### config.mk
export PLATFORM = sky130hd
export DESIGN_NAME = rr_mux4_arbiter_flat
export DESIGN_NICKNAME = d
export VERILOG_FILES = /design/src/rtl/rr_mux4_arbiter_if.sv /design/src/rtl/rr_mux4_arbiter.sv /design/src/flat_wrapper.sv
export SDC_FILE = /design/constraint.sdc
export NUM_CORES = 1
export LEC_CHECK = 0
export ABC_AREA = 1
export CORE_AREA = 2 2 40 42
export DETAILED_ROUTE_END_ITERATION = 12
export DIE_AREA = 0 0 42 44
export GPL_TIMING_DRIVEN = 0
export PLACE_DENSITY = 0.79
export SLEW_MARGIN = 10
export SYNTH_ARGS = -nofsm -noshare
export SYNTH_HDL_FRONTEND = slang
export SYNTH_SLANG_ARGS = --single-unit
### constraint.sdc
create_clock -name clk -period 3.6 [get_ports clk]
set_input_delay 0.36 -clock clk [delete_from_list [all_inputs] [get_ports clk]]
set_output_delay 0.36 -clock clk [all_outputs]
set_load 0.1 [all_outputs]
### src/rtl/rr_mux4_arbiter_if.sv
// Bundle of the requester, grant and output handshake signals around
// rr_mux4_arbiter.
//   req        : per-requester request; bit i pairs with ai
//   a0..a3     : requester words, k bits each
//   gnt        : one-hot accept strobe (combinational, from the arbiter)
//   sel        : registered one-hot owner of out_data, 0 when empty
//   out_valid  : output register holds a word
//   out_data   : captured word
//   out_ready  : downstream accept
// The master modport is the environment side (requesters + downstream).
// The slave modport is the arbiter side.
interface rr_mux4_arbiter_if #(
  parameter int unsigned k = 1
);
  logic [3:0]   req;
  logic [k-1:0] a0;
  logic [k-1:0] a1;
  logic [k-1:0] a2;
  logic [k-1:0] a3;
  logic [3:0]   gnt;
  logic [3:0]   sel;
  logic         out_valid;
  logic [k-1:0] out_data;
  logic         out_ready;

  modport master (
    output req, a0, a1, a2, a3, out_ready,
    input  gnt, sel, out_valid, out_data
  );

  modport slave (
    input  req, a0, a1, a2, a3, out_ready,
    output gnt, sel, out_valid, out_data
  );
endinterface

### src/rtl/rr_mux4_arbiter.sv
// Round-robin arbiter that owns a one-hot 4:1 mux and a single-entry
// output register with a valid/ready handshake.
//   clk   : system clock, rising edge
//   rst_n : asynchronous active-low reset
//   bus   : rr_mux4_arbiter_if.slave (req, a0..a3, gnt, sel, out_valid,
//           out_data, out_ready)
// A word is captured whenever the register is empty or being drained in
// the same cycle, so a continuous stream moves one word per cycle.
module rr_mux4_arbiter #(
  parameter int unsigned k = 1
) (
  input  logic              clk,
  input  logic              rst_n,
  rr_mux4_arbiter_if.slave  bus
);

  localparam logic [0:0] EMPTY = 1'b0;
  localparam logic [0:0] FULL  = 1'b1;

  logic [0:0]   state_q, state_d;
  logic [3:0]   ptr_q, ptr_d;
  logic [3:0]   sel_q, sel_d;
  logic [k-1:0] data_q, data_d;

  logic [3:0]   win;
  logic         load;
  logic [k-1:0] mux_word;

  // Winner search: start at the bit set in ptr_q and walk upward with wrap.
  always_comb begin
    logic [1:0] idx;
    win = '0;
    idx = '0;
    for (int unsigned s = 0; s < 4; s++) begin
      if (ptr_q[s]) begin
        for (int unsigned j = 0; j < 4; j++) begin
          idx = 2'(s + j);
          if (bus.req[idx] && (win == '0)) begin
            win[idx] = 1'b1;
          end
        end
      end
    end
  end

  assign load = ((state_q == EMPTY) || bus.out_ready) && (bus.req != '0);

  // One-hot AND-OR mux; win is one-hot or zero.
  assign mux_word = ({k{win[0]}} & bus.a0) |
                    ({k{win[1]}} & bus.a1) |
                    ({k{win[2]}} & bus.a2) |
                    ({k{win[3]}} & bus.a3);

  // rst_n gates gnt so no accept strobe escapes while reset is held.
  assign bus.gnt       = (rst_n && load) ? win : '0;
  assign bus.sel       = sel_q;
  assign bus.out_valid = state_q;
  assign bus.out_data  = data_q;

  always_comb begin
    state_d = state_q;
    ptr_d   = ptr_q;
    sel_d   = sel_q;
    data_d  = data_q;
    if (load) begin
      data_d  = mux_word;
      sel_d   = win;
      state_d = FULL;
      ptr_d   = {win[2:0], win[3]};
    end else if ((state_q == FULL) && bus.out_ready) begin
      // Drained with nothing pending; out_data keeps its last value.
      state_d = EMPTY;
      sel_d   = '0;
    end
  end

  always_ff @(posedge clk or negedge rst_n) begin
    if (!rst_n) begin
      state_q <= EMPTY;
      ptr_q   <= 4'b0001;
      sel_q   <= '0;
      data_q  <= '0;
    end else begin
      state_q <= state_d;
      ptr_q   <= ptr_d;
      sel_q   <= sel_d;
      data_q  <= data_d;
    end
  end

endmodule
### src/flat_wrapper.sv
// flat-port wrapper written by rule: the top's interface ports become plain ports
module rr_mux4_arbiter_flat 
#(
  parameter int unsigned k = 1
)
  (clk, rst_n, bus_req, bus_a0, bus_a1, bus_a2, bus_a3, bus_out_ready, bus_gnt, bus_sel, bus_out_valid, bus_out_data);
  rr_mux4_arbiter_if #(.k(k)) bus_i ();
  input  logic clk;
  input  logic rst_n;
  input wire logic [$bits(bus_i.req)-1:0] bus_req;
  input wire logic [$bits(bus_i.a0)-1:0] bus_a0;
  input wire logic [$bits(bus_i.a1)-1:0] bus_a1;
  input wire logic [$bits(bus_i.a2)-1:0] bus_a2;
  input wire logic [$bits(bus_i.a3)-1:0] bus_a3;
  input wire logic [$bits(bus_i.out_ready)-1:0] bus_out_ready;
  output wire logic [$bits(bus_i.gnt)-1:0] bus_gnt;
  output wire logic [$bits(bus_i.sel)-1:0] bus_sel;
  output wire logic [$bits(bus_i.out_valid)-1:0] bus_out_valid;
  output wire logic [$bits(bus_i.out_data)-1:0] bus_out_data;
  assign bus_i.req = bus_req;
  assign bus_i.a0 = bus_a0;
  assign bus_i.a1 = bus_a1;
  assign bus_i.a2 = bus_a2;
  assign bus_i.a3 = bus_a3;
  assign bus_i.out_ready = bus_out_ready;
  assign bus_gnt = bus_i.gnt;
  assign bus_sel = bus_i.sel;
  assign bus_out_valid = bus_i.out_valid;
  assign bus_out_data = bus_i.out_data;
  rr_mux4_arbiter #(.k(k)) u_core (.clk(clk), .rst_n(rst_n), .bus(bus_i));
endmodule
Yosys cells after proc, flatten, opt, wreduce, memory -nomap -nowiden
Cells that the tools add are included.
{"block": "op_classes", "n_addsub": 0, "multipliers": 0, "div_mod_pow": 0, "order_cmp": 0, "eq_ne": 0, "shift": 0, "mux": 37, "bitwise": 9, "n_reduce_logical": 35}
{"operator": "$logic_not A4 Y1", "count": 12}
{"operator": "$mux W1", "count": 30}
{"operator": "$mux W4", "count": 7}
{"operator": "$logic_and A1 B1 Y1", "count": 18}
{"operator": "$and A1 B1 Y1", "count": 4}
{"operator": "$reduce_bool A4 Y1", "count": 1}
{"operator": "$logic_not A3 Y1", "count": 1}
{"operator": "$or A1 B1 Y1", "count": 3}
{"operator": "$logic_not A2 Y1", "count": 1}
{"operator": "$not A1 Y1", "count": 2}
{"operator": "$reduce_bool A2 Y1", "count": 1}
{"operator": "$logic_or A1 B1 Y1", "count": 1}
{"block": "word_totals", "ff_bits": 10, "latchBits": 0, "ram_bits": 0, "mem_bits_ro": 0, "input_bits": 11, "n_memories": 0}

Logic depth before layout (Yosys ltp)
Gate-level depths: netlist (run 1).
{"block": "logic_depth", "depth_word": 66, "mapped_depth": 15}

Worst setup path after synthesis (run 1)
OpenSTA, ideal clock, no wires.
{"block": "synth_timing", "path_type": "reg-to-output", "start": "register u_core.ptr_q[0]", "end": "output port bus_gnt[2]", "arrival_ns": 2.615, "required_time_ns": 3.240, "slack_ns": 0.625, "stages_incl_launch_ff": 12, "n_path_buf": 0, "path_cell_list": "dfstp_2 or2_0 nand2_1 nand2_2 nand2_2 a21oi_2 nand3_2 nor2_2 nand2_1 nand2_1 nand2_1 nor2_1"}
{"block": "synth_via", "elab_chain_cells": 50}
{"element": "start: declaration", "line": "rr_mux4_arbiter.sv:21", "text": "logic [3:0] ptr_q, ptr_d;"}
{"element": "start signal: assignment", "line": "rr_mux4_arbiter.sv:85", "text": "ptr_q <= ptr_d;"}
{"element": "$mux W4 *", "line": "rr_mux4_arbiter.sv:35", "text": "if (ptr_q[s]) begin"}
{"element": "$logic_not A4 Y1", "line": "rr_mux4_arbiter.sv:38", "text": "if (bus.req[idx] && (win == '0)) begin"}
{"element": "$logic_and A1 B1 Y1", "line": "rr_mux4_arbiter.sv:38"}
{"element": "$mux W1", "line": "rr_mux4_arbiter.sv:38"}
{"element": "$mux W1", "line": "rr_mux4_arbiter.sv:35"}
{"element": "$logic_not A4 Y1", "line": "rr_mux4_arbiter.sv:38"}
{"element": "$logic_and A1 B1 Y1", "line": "rr_mux4_arbiter.sv:38"}
{"element": "$mux W1", "line": "rr_mux4_arbiter.sv:38"}
{"element": "[... 34 more ...]"}
{"element": "$logic_and A1 B1 Y1", "line": "rr_mux4_arbiter.sv:38"}
{"element": "$mux W1", "line": "rr_mux4_arbiter.sv:38"}
{"element": "$mux W1", "line": "rr_mux4_arbiter.sv:35"}
{"element": "$logic_not A4 Y1", "line": "rr_mux4_arbiter.sv:38"}
{"element": "$logic_and A1 B1 Y1", "line": "rr_mux4_arbiter.sv:38"}
{"element": "$mux W1", "line": "rr_mux4_arbiter.sv:38"}
{"element": "$mux W4 *", "line": "rr_mux4_arbiter.sv:35"}
{"element": "$mux W4 *", "line": "rr_mux4_arbiter.sv:55", "text": "assign bus.gnt = (rst_n && load) ? win : '0;"}
{"element": "end: declaration", "line": "flat_wrapper.sv:16", "text": "output wire logic [$bits(bus_i.gnt)-1:0] bus_gnt;"}
Mark *: on every way between the ends. The rest lies on a longest branch, timed or not. The select of a mux whose other input is x is not followed.

Worst setup path after layout (run 1)
{"block": "layout_timing", "start": "input port bus_req[0]", "end": "output port bus_gnt[0]"}
{"block": "layout_via", "elab_chain_cells": 56, "word_cells_on_any_way": 59, "classes_between": "mux (30); bitwise (1); reduce/logical (28)"}
{"element": "start: declaration", "line": "flat_wrapper.sv:10", "text": "input wire logic [$bits(bus_i.req)-1:0] bus_req;"}
{"element": "$mux W1", "line": "rr_mux4_arbiter.sv:38"}
{"element": "$mux W1", "line": "rr_mux4_arbiter.sv:35"}
{"element": "$not A1 Y1", "line": "rr_mux4_arbiter.sv:38"}
{"element": "$logic_and A1 B1 Y1", "line": "rr_mux4_arbiter.sv:38"}
{"element": "$mux W1", "line": "rr_mux4_arbiter.sv:38"}
{"element": "$mux W1", "line": "rr_mux4_arbiter.sv:35"}
{"element": "$logic_not A2 Y1", "line": "rr_mux4_arbiter.sv:38"}
{"element": "$logic_and A1 B1 Y1", "line": "rr_mux4_arbiter.sv:38"}
{"element": "[... 40 more ...]"}
{"element": "$mux W1", "line": "rr_mux4_arbiter.sv:38"}
{"element": "$mux W1", "line": "rr_mux4_arbiter.sv:35"}
{"element": "$logic_not A4 Y1", "line": "rr_mux4_arbiter.sv:38"}
{"element": "$logic_and A1 B1 Y1", "line": "rr_mux4_arbiter.sv:38"}
{"element": "$mux W1", "line": "rr_mux4_arbiter.sv:38"}
{"element": "$mux W1", "line": "rr_mux4_arbiter.sv:35"}
{"element": "$mux W4", "line": "rr_mux4_arbiter.sv:35"}
{"element": "$mux W4 *", "line": "rr_mux4_arbiter.sv:55"}
Marks and branches as above.

==> results.py, run 1 <==
metrics = {
    "run_status": {
        "status": "finished, final reports clean",
    },
    "sta": {
        "period_needed_ps": 3181,
        "tns_ps": 0,
        "max_slew.worst_pin.slew_ps": 970.2,
        "rsz0062_at_grt": "no",
        "clock.fmax_mhz": 314.3,
        "drv_slew": 0,
        "hold_viol_final": 0,
        "finalCritPeriodShare": 0.8837,
        "slew_headroom": 0.3521,
        "final.setup_skew_ps": 6.507,
        "finalSetupViolations": 0,
    },
    "global_route": {
        "antenna_found_initial": 0,
        "grt_max_degree": 12,
        "gr-usage-all-layers": 0.1843,
        "grt_pass1_wl_um": 2594,
        "first_global_vias": 647,
        "grt-ovfl-total": 0,
    },
    "clock_tree": {
        "cts_root_buf": "clkbuf_4",
        "ctsHoldBuffers": 0,
        "insertion_delay_ps": 260,
        "postCtsResizedCells": 0,
        "numCtsBuffers": 3,
        "cts_tree": "done",
        "htree_levels": 1,
        "ctsLongestPathBuffers": 2,
        "cts_num_sinks": 10,
        "clkSlewWorstSetupHoldPaths_ps": 60,
        "postCtsSetupBuffers": 0,
    },
    "floorplanning": {
        "core.rowCount": 14,
        "die_w_um": 42,
        "io_pins": 21,
        "core_area_sq_um": 1419,
        "dieArea_sq_um": 1848,
        "start_util": 0.4497,
        "die_y_um": 44,
    },
    "placement": {
        "port-buffer-count": 20,
        "gp_congestion": 0.7718,
        "placed_cells": 132,
        "dpl.hpwl_um": 1217,
    },
    "logic_synthesis": {
        "syn_inst": 96,
        "synthesis.nets": 107,
        "synth_seq_cells": 10,
        "syn_area_sq_um": 638.1,
        "synth_warnings": 0,
        "syn_area_per_cell_sq_um": 6.647,
        "synth.distinct_cells": 17,
        "synthTopCellsByArea": "dfrtp_1, nand2_1, inv_1",
        "yosys.area.top_type": "dfrtp_1",
        "ys_seq_area_frac": 0.3941,
        "synth_top_area_share": 0.3529,
    },
    "layout": {
        "area_delta_synth_final_pct": 40.20,
        "nNetsFinal": 132,
        "n_fill_cell": 131,
        "instances_no_fill": 136,
        "finalCoreUtilization": 0.6305,
        "n_antenna_cell": 0,
        "drive_above_1_share": 0.1000,
    },
    "setup_path": {
        "arrival_ps": 2820,
        "cp.required_ps": 3240,
        "crit_path_start_kind": "input port",
        "r2r_start": "u_core.ptr_q[0]$_DFFE_PN1P_",
        "r2r_cells": 13,
        "cp_max_fo": 6,
        "worstSetupStartpoint": "bus_req[0]",
        "critPathKind": "in2out",
        "cp-end-kind": "output port",
    },
    "route": {
        "drt-initial-drc-count": 7,
        "vias_per_cell": 4.794,
        "vias": 652,
        "drc": 0,
        "first_pass_iters": 2,
        "final_antenna_net_count": 0,
        "routed_wl_um": 1507,
        "post_drt_wl_per_cell_um": 11.08,
    },
    "job": {
        "maxCapViolCount": 0,
    },
    "power_and_ir_drop": {
        "p_int_uw": 245.1,
        "power_leakage_nw": 0.5127,
        "combinationalPowerShare": 0.531,
        "clkPwrFrac": 0.160,
        "sw_frac_of_total": 0.4955,
        "total_power_uw": 485.8,
        "power_density_nw_per_um2": 543.0,
        "seq_power_share": 0.309,
        "switching_power_uw": 240.7,
        "vdd_ir_drop_max_mv": 0.3235,
    },
    "hold_path": {
        "hold_class": "in2async",
    },
}
worst max-delay path: stages:
cell,delay [ps]
clkdlybuf4s50_1,580
nor2_1,90
nand2_1,90
nand2_1,60
nand2_2,90
nand2_2,60
a21oi_2,140
nand3_2,100
nor2_2,150
nand2_1,70
nand2_1,80
nand2_1,100
nor2_1,110
dlymetal6s2s_1,750
synth_stat cells:
library cell,number
nand2_1,29
a21oi_2,1
or2_0,1
nand2_2,3
nor2_2,1
nor2_4,1
nand3_2,2
nor2_1,12
dfrtp_1,9
o21ai_0,9
nor3_1,1
nand4_1,1
a21oi_1,3
nand3_1,3
o21bai_1,1
inv_1,18
dfstp_2,1
metal layers:
layer  GRT usage  wire length, um
met4     0.05806                8
met5           0                0
met3     0.03333               59
met2      0.3344              758
met1      0.2214              681
through the flow:
step / worst slack (ps) / hold slack, ps / area (sq um)
floorplan: 625.3 / 64.41 / 638.1
global placement: 60.43 / 498.1 / 858.3
detailed placement: 42.26 / 508.6 / 858.3
CTS: 22.73 / 429.7 / 884.6
global route: 221.4 / 455.2 / 894.6
finish: 418.6 / 425.7 / 894.6
state kept, by name, summed over array words and instances, names as in the netlist:
signal,flops
u_core.bus.out_data,1
u_core.bus.out_valid,1
u_core.bus.sel,4
u_core.ptr_q,4
final timing paths:
| check | end | slack [ps] |
|---|---|---|
| worst max-delay path | bus_gnt[0] | 420 |
| worst min-delay path | u_core.bus.out_data$_DFFE_PN0P_ | 430 |
| worst max register to register | u_core.bus.out_data$_DFFE_PN0P_ | 1870 |
| worst min register to register | u_core.bus.out_data$_DFFE_PN0P_ | 510 |
| max in group asynchronous | u_core.ptr_q[0]$_DFFE_PN1P_ | 2820 |
| min in group clk | u_core.bus.out_data$_DFFE_PN0P_ | 510 |
logic make-up (layout without fill, tap and decap cells):
family	count (synthesis)	after routing	share of synthesized area
simple gates	54	54	0.3804
buf+inv	18	42	0.1059
compound gates	14	14	0.1196
flops	10	10	0.3941
power by group through the flow:
stage | clock network, mW | registers (mW) | logic [mW]
after floorplan | 0 | 0.243 | 0.101
after global placement | 0 | 0.151 | 0.255
after detailed placement | 0 | 0.152 | 0.259
after CTS | 0.0800 | 0.151 | 0.260
after global routing | 0.0859 | 0.152 | 0.276
final | 0.0775 | 0.150 | 0.258
layout by cell type (no fill, tap or decap):
cell and count:
clkdlybuf4s50_1 16, dfrtp_1 9, clkbuf_1 1, nor3_1 1, o21bai_1 1, nor2_2 1
a21oi_2 1, clkbuf_4 3, inv_1 18, a21oi_1 3, o21ai_0 9, nor2_1 12
nand4_1 1, dfstp_2 1, nor2_4 1, nand2_1 29, or2_0 1, nand3_1 3
nand3_2 2, nand2_2 3, dlymetal6s2s_1 4
cell type report:
cell class	count	area [sq um]	share of cell area
inverter	18	67.56	0.07552
tap	16	20.02	0.02238
multi-input combinational	68	319.1	0.3566
clock buffer	4	26.28	0.02937
sequential	10	251.5	0.2811
timing repair buffer	20	210.2	0.2350
Note: power is estimated with default switching activity, not from simulation.
==> run 2: changes to the inputs <==
--- a/config.mk
+++ b/config.mk
@@ -8,4 +8,5 @@
 export ABC_AREA = 1
 export CORE_AREA = 2 2 40 42
+export CTS_CLUSTER_SIZE = 30
 export DETAILED_ROUTE_END_ITERATION = 12
 export DIE_AREA = 0 0 42 44
==> constraint.sdc (replaced) <==
create_clock -name clk -period 3.6 [get_ports clk]
set_input_delay 0.36 -clock clk [delete_from_list [all_inputs] [get_ports clk]]
set_output_delay 0.36 -clock clk [all_outputs]
set_load 0.01 [all_outputs]
==> run 2 against run 1 <==
Clock power barely moved. Count of clock-buffer cells in the layout did not move. Die area did not move. Sequential power barely moved. Cell area fell by 1.1%. Non-clock buffer count did not move. Critical path type unchanged.
==> results.py, run 2 (synthesized netlist as in run 1, its figures left out) <==
metrics = {
    "layout": {
        "nNetsFinal": 132,
        "final_common_cell": "nand2_1",
        "final_cell_mix": "nand2_1, clkdlybuf4s50_1, inv_1",
        "finalCoreUtilization": 0.6235,
        "design_area_sq_um": 884.6,
        "area_delta_synth_final_pct": 38.63,
        "n_fill_cell": 133,
        "instances_no_fill": 136,
        "drive_above_1_share": 0.1000,
        "n_antenna_cell": 0,
    },
    "power_and_ir_drop": {
        "total_power_uw": 375.3,
        "power_density_nw_per_um2": 424.3,
        "vdd_ir_drop_max_mv": 0.2336,
        "power_leakage_nw": 0.4392,
    },
    "setup_path": {
        "cp_max_fo": 6,
        "critPathKind": "in2out",
        "critPathBufInv": 2,
        "crit_slowest_cell": "clkdlybuf4s50_1",
        "cp_top_family": "buffers and inverters",
        "cp-end-kind": "output port",
        "path_cells": "clkdlybuf4s50_1 -> nor2_1 -> nand2_1 -> nand2_1 -> nand2_2 -> nand2_2 -> a21oi_2 -> nand3_2 -> nor2_2 -> nand2_1 -> nand2_1 -> nand2_1 -> nor2_1 -> clkdlybuf4s50_1",
        "crit_top_cell": "nand2_1",
        "cp.required_ps": 3240,
        "max_stage_delay_ps": 580,
        "arrival_ps": 2610,
        "crit_path_start_kind": "input port",
    },
    "global_route": {
        "grt-ovfl-total": 0,
        "first_global_vias": 647,
        "gr-usage-all-layers": 0.1843,
        "grt_max_degree": 12,
        "grt_pass1_wl_um": 2594,
        "antenna_found_initial": 0,
    },
    "clock_tree": {
        "postCtsResizedCells": 0,
        "clkSlewWorstSetupHoldPaths_ps": 60,
        "cts_num_sinks": 10,
        "postCtsSetupBuffers": 0,
        "ctsLongestPathBuffers": 2,
        "htree_levels": 1,
        "cts_root_buf": "clkbuf_4",
        "cts_tree": "done",
        "numCtsBuffers": 3,
        "insertion_delay_ps": 260,
        "ctsHoldBuffers": 0,
    },
    "sta": {
        "finalSetupViolations": 0,
        "finalCritPeriodShare": 0.8250,
        "tns_ps": 0,
        "drv_slew": 0,
        "hold_viol_final": 0,
        "final.setup_skew_ps": 6.758,
        "clock.fmax_mhz": 336.7,
        "rsz0062_at_grt": "no",
        "period_needed_ps": 2970,
        "setup_slack_ps": 630.0,
        "max_slew.worst_pin.slew_ps": 481.9,
        "hold_ws_ps": 426.0,
        "slew_headroom": 0.6777,
    },
    "placement": {
        "placed_cells": 132,
        "dpl.hpwl_um": 1217,
        "gp_congestion": 0.7718,
        "port-buffer-count": 20,
        "pre_cts_slack_ps": 641.3,
        "postPlaceCellArea_sq_um": 858.3,
    },
    "route": {
        "drc": 0,
        "vias_per_cell": 4.809,
        "first_pass_iters": 2,
        "vias": 654,
        "final_antenna_net_count": 0,
        "post_drt_wl_per_cell_um": 10.85,
        "drt-initial-drc-count": 10,
        "routed_wl_um": 1475,
    },
    "floorplanning": {
        "die_y_um": 44,
        "start_util": 0.4497,
        "dieArea_sq_um": 1848,
        "core.rowCount": 14,
        "io_pins": 21,
        "die_w_um": 42,
        "core_area_sq_um": 1419,
    },
    "job": {
        "maxCapViolCount": 0,
    },
    "run_status": {
        "status": "finished, final reports clean",
    },
    "hold_path": {
        "hold_class": "in2async",
    },
}
-- run 2: changes by cell type in the layout (fill, tap and decap cells not counted), sizes merged --
cell,delta
clkdlybuf4s50,+4
dlymetal6s2s,-4
-- run 2: per-layer routing --
metal,vias to the layer above,part of all wire,global-route usage
met4,0,0.0054,0.05806
li1,345,-,-
met5,-,0,0
met3,2,0.039,0.03333
met1,290,0.46,0.2214
met2,17,0.50,0.3344
-- run 2: final cells by class --
class                   count  area [sq um]  area share
flip-flops and latches     10         251.5      0.2843
clock buffers               4         26.28     0.02970
multi-input cells          68         319.1      0.3607
well taps                  16         20.02     0.02263
inverters                  18         67.56     0.07638
repair buffers             20         200.2      0.2263
-- run 2: path summary, 6_finish.rpt --
kind | from | end | slack [ps] | depth (start not counted)
setup / recovery | bus_req[0] | bus_gnt[0] | 630 | 14
hold / removal | rst_n | u_core.bus.out_data$_DFFE_PN0P_ | 430 | 1
setup reg to reg | u_core.ptr_q[0]$_DFFE_PN1P_ | u_core.bus.out_data$_DFFE_PN0P_ | 1870 | 13
hold reg to reg | u_core.bus.out_data$_DFFE_PN0P_ | u_core.bus.out_data$_DFFE_PN0P_ | 510 | 2
max in group asynchronous | rst_n | u_core.ptr_q[0]$_DFFE_PN1P_ | 2820 | 1
min in group clk | u_core.bus.out_data$_DFFE_PN0P_ | u_core.bus.out_data$_DFFE_PN0P_ | 510 | 2
-- run 2: power breakdown --
group / internal [mW] / switching [mW] / leakage, nW
Combinational: 0.0663 / 0.0815 / 0.295
Clock: 0.0426 / 0.0347 / 0.0150
Sequential: 0.137 / 0.0133 / 0.129
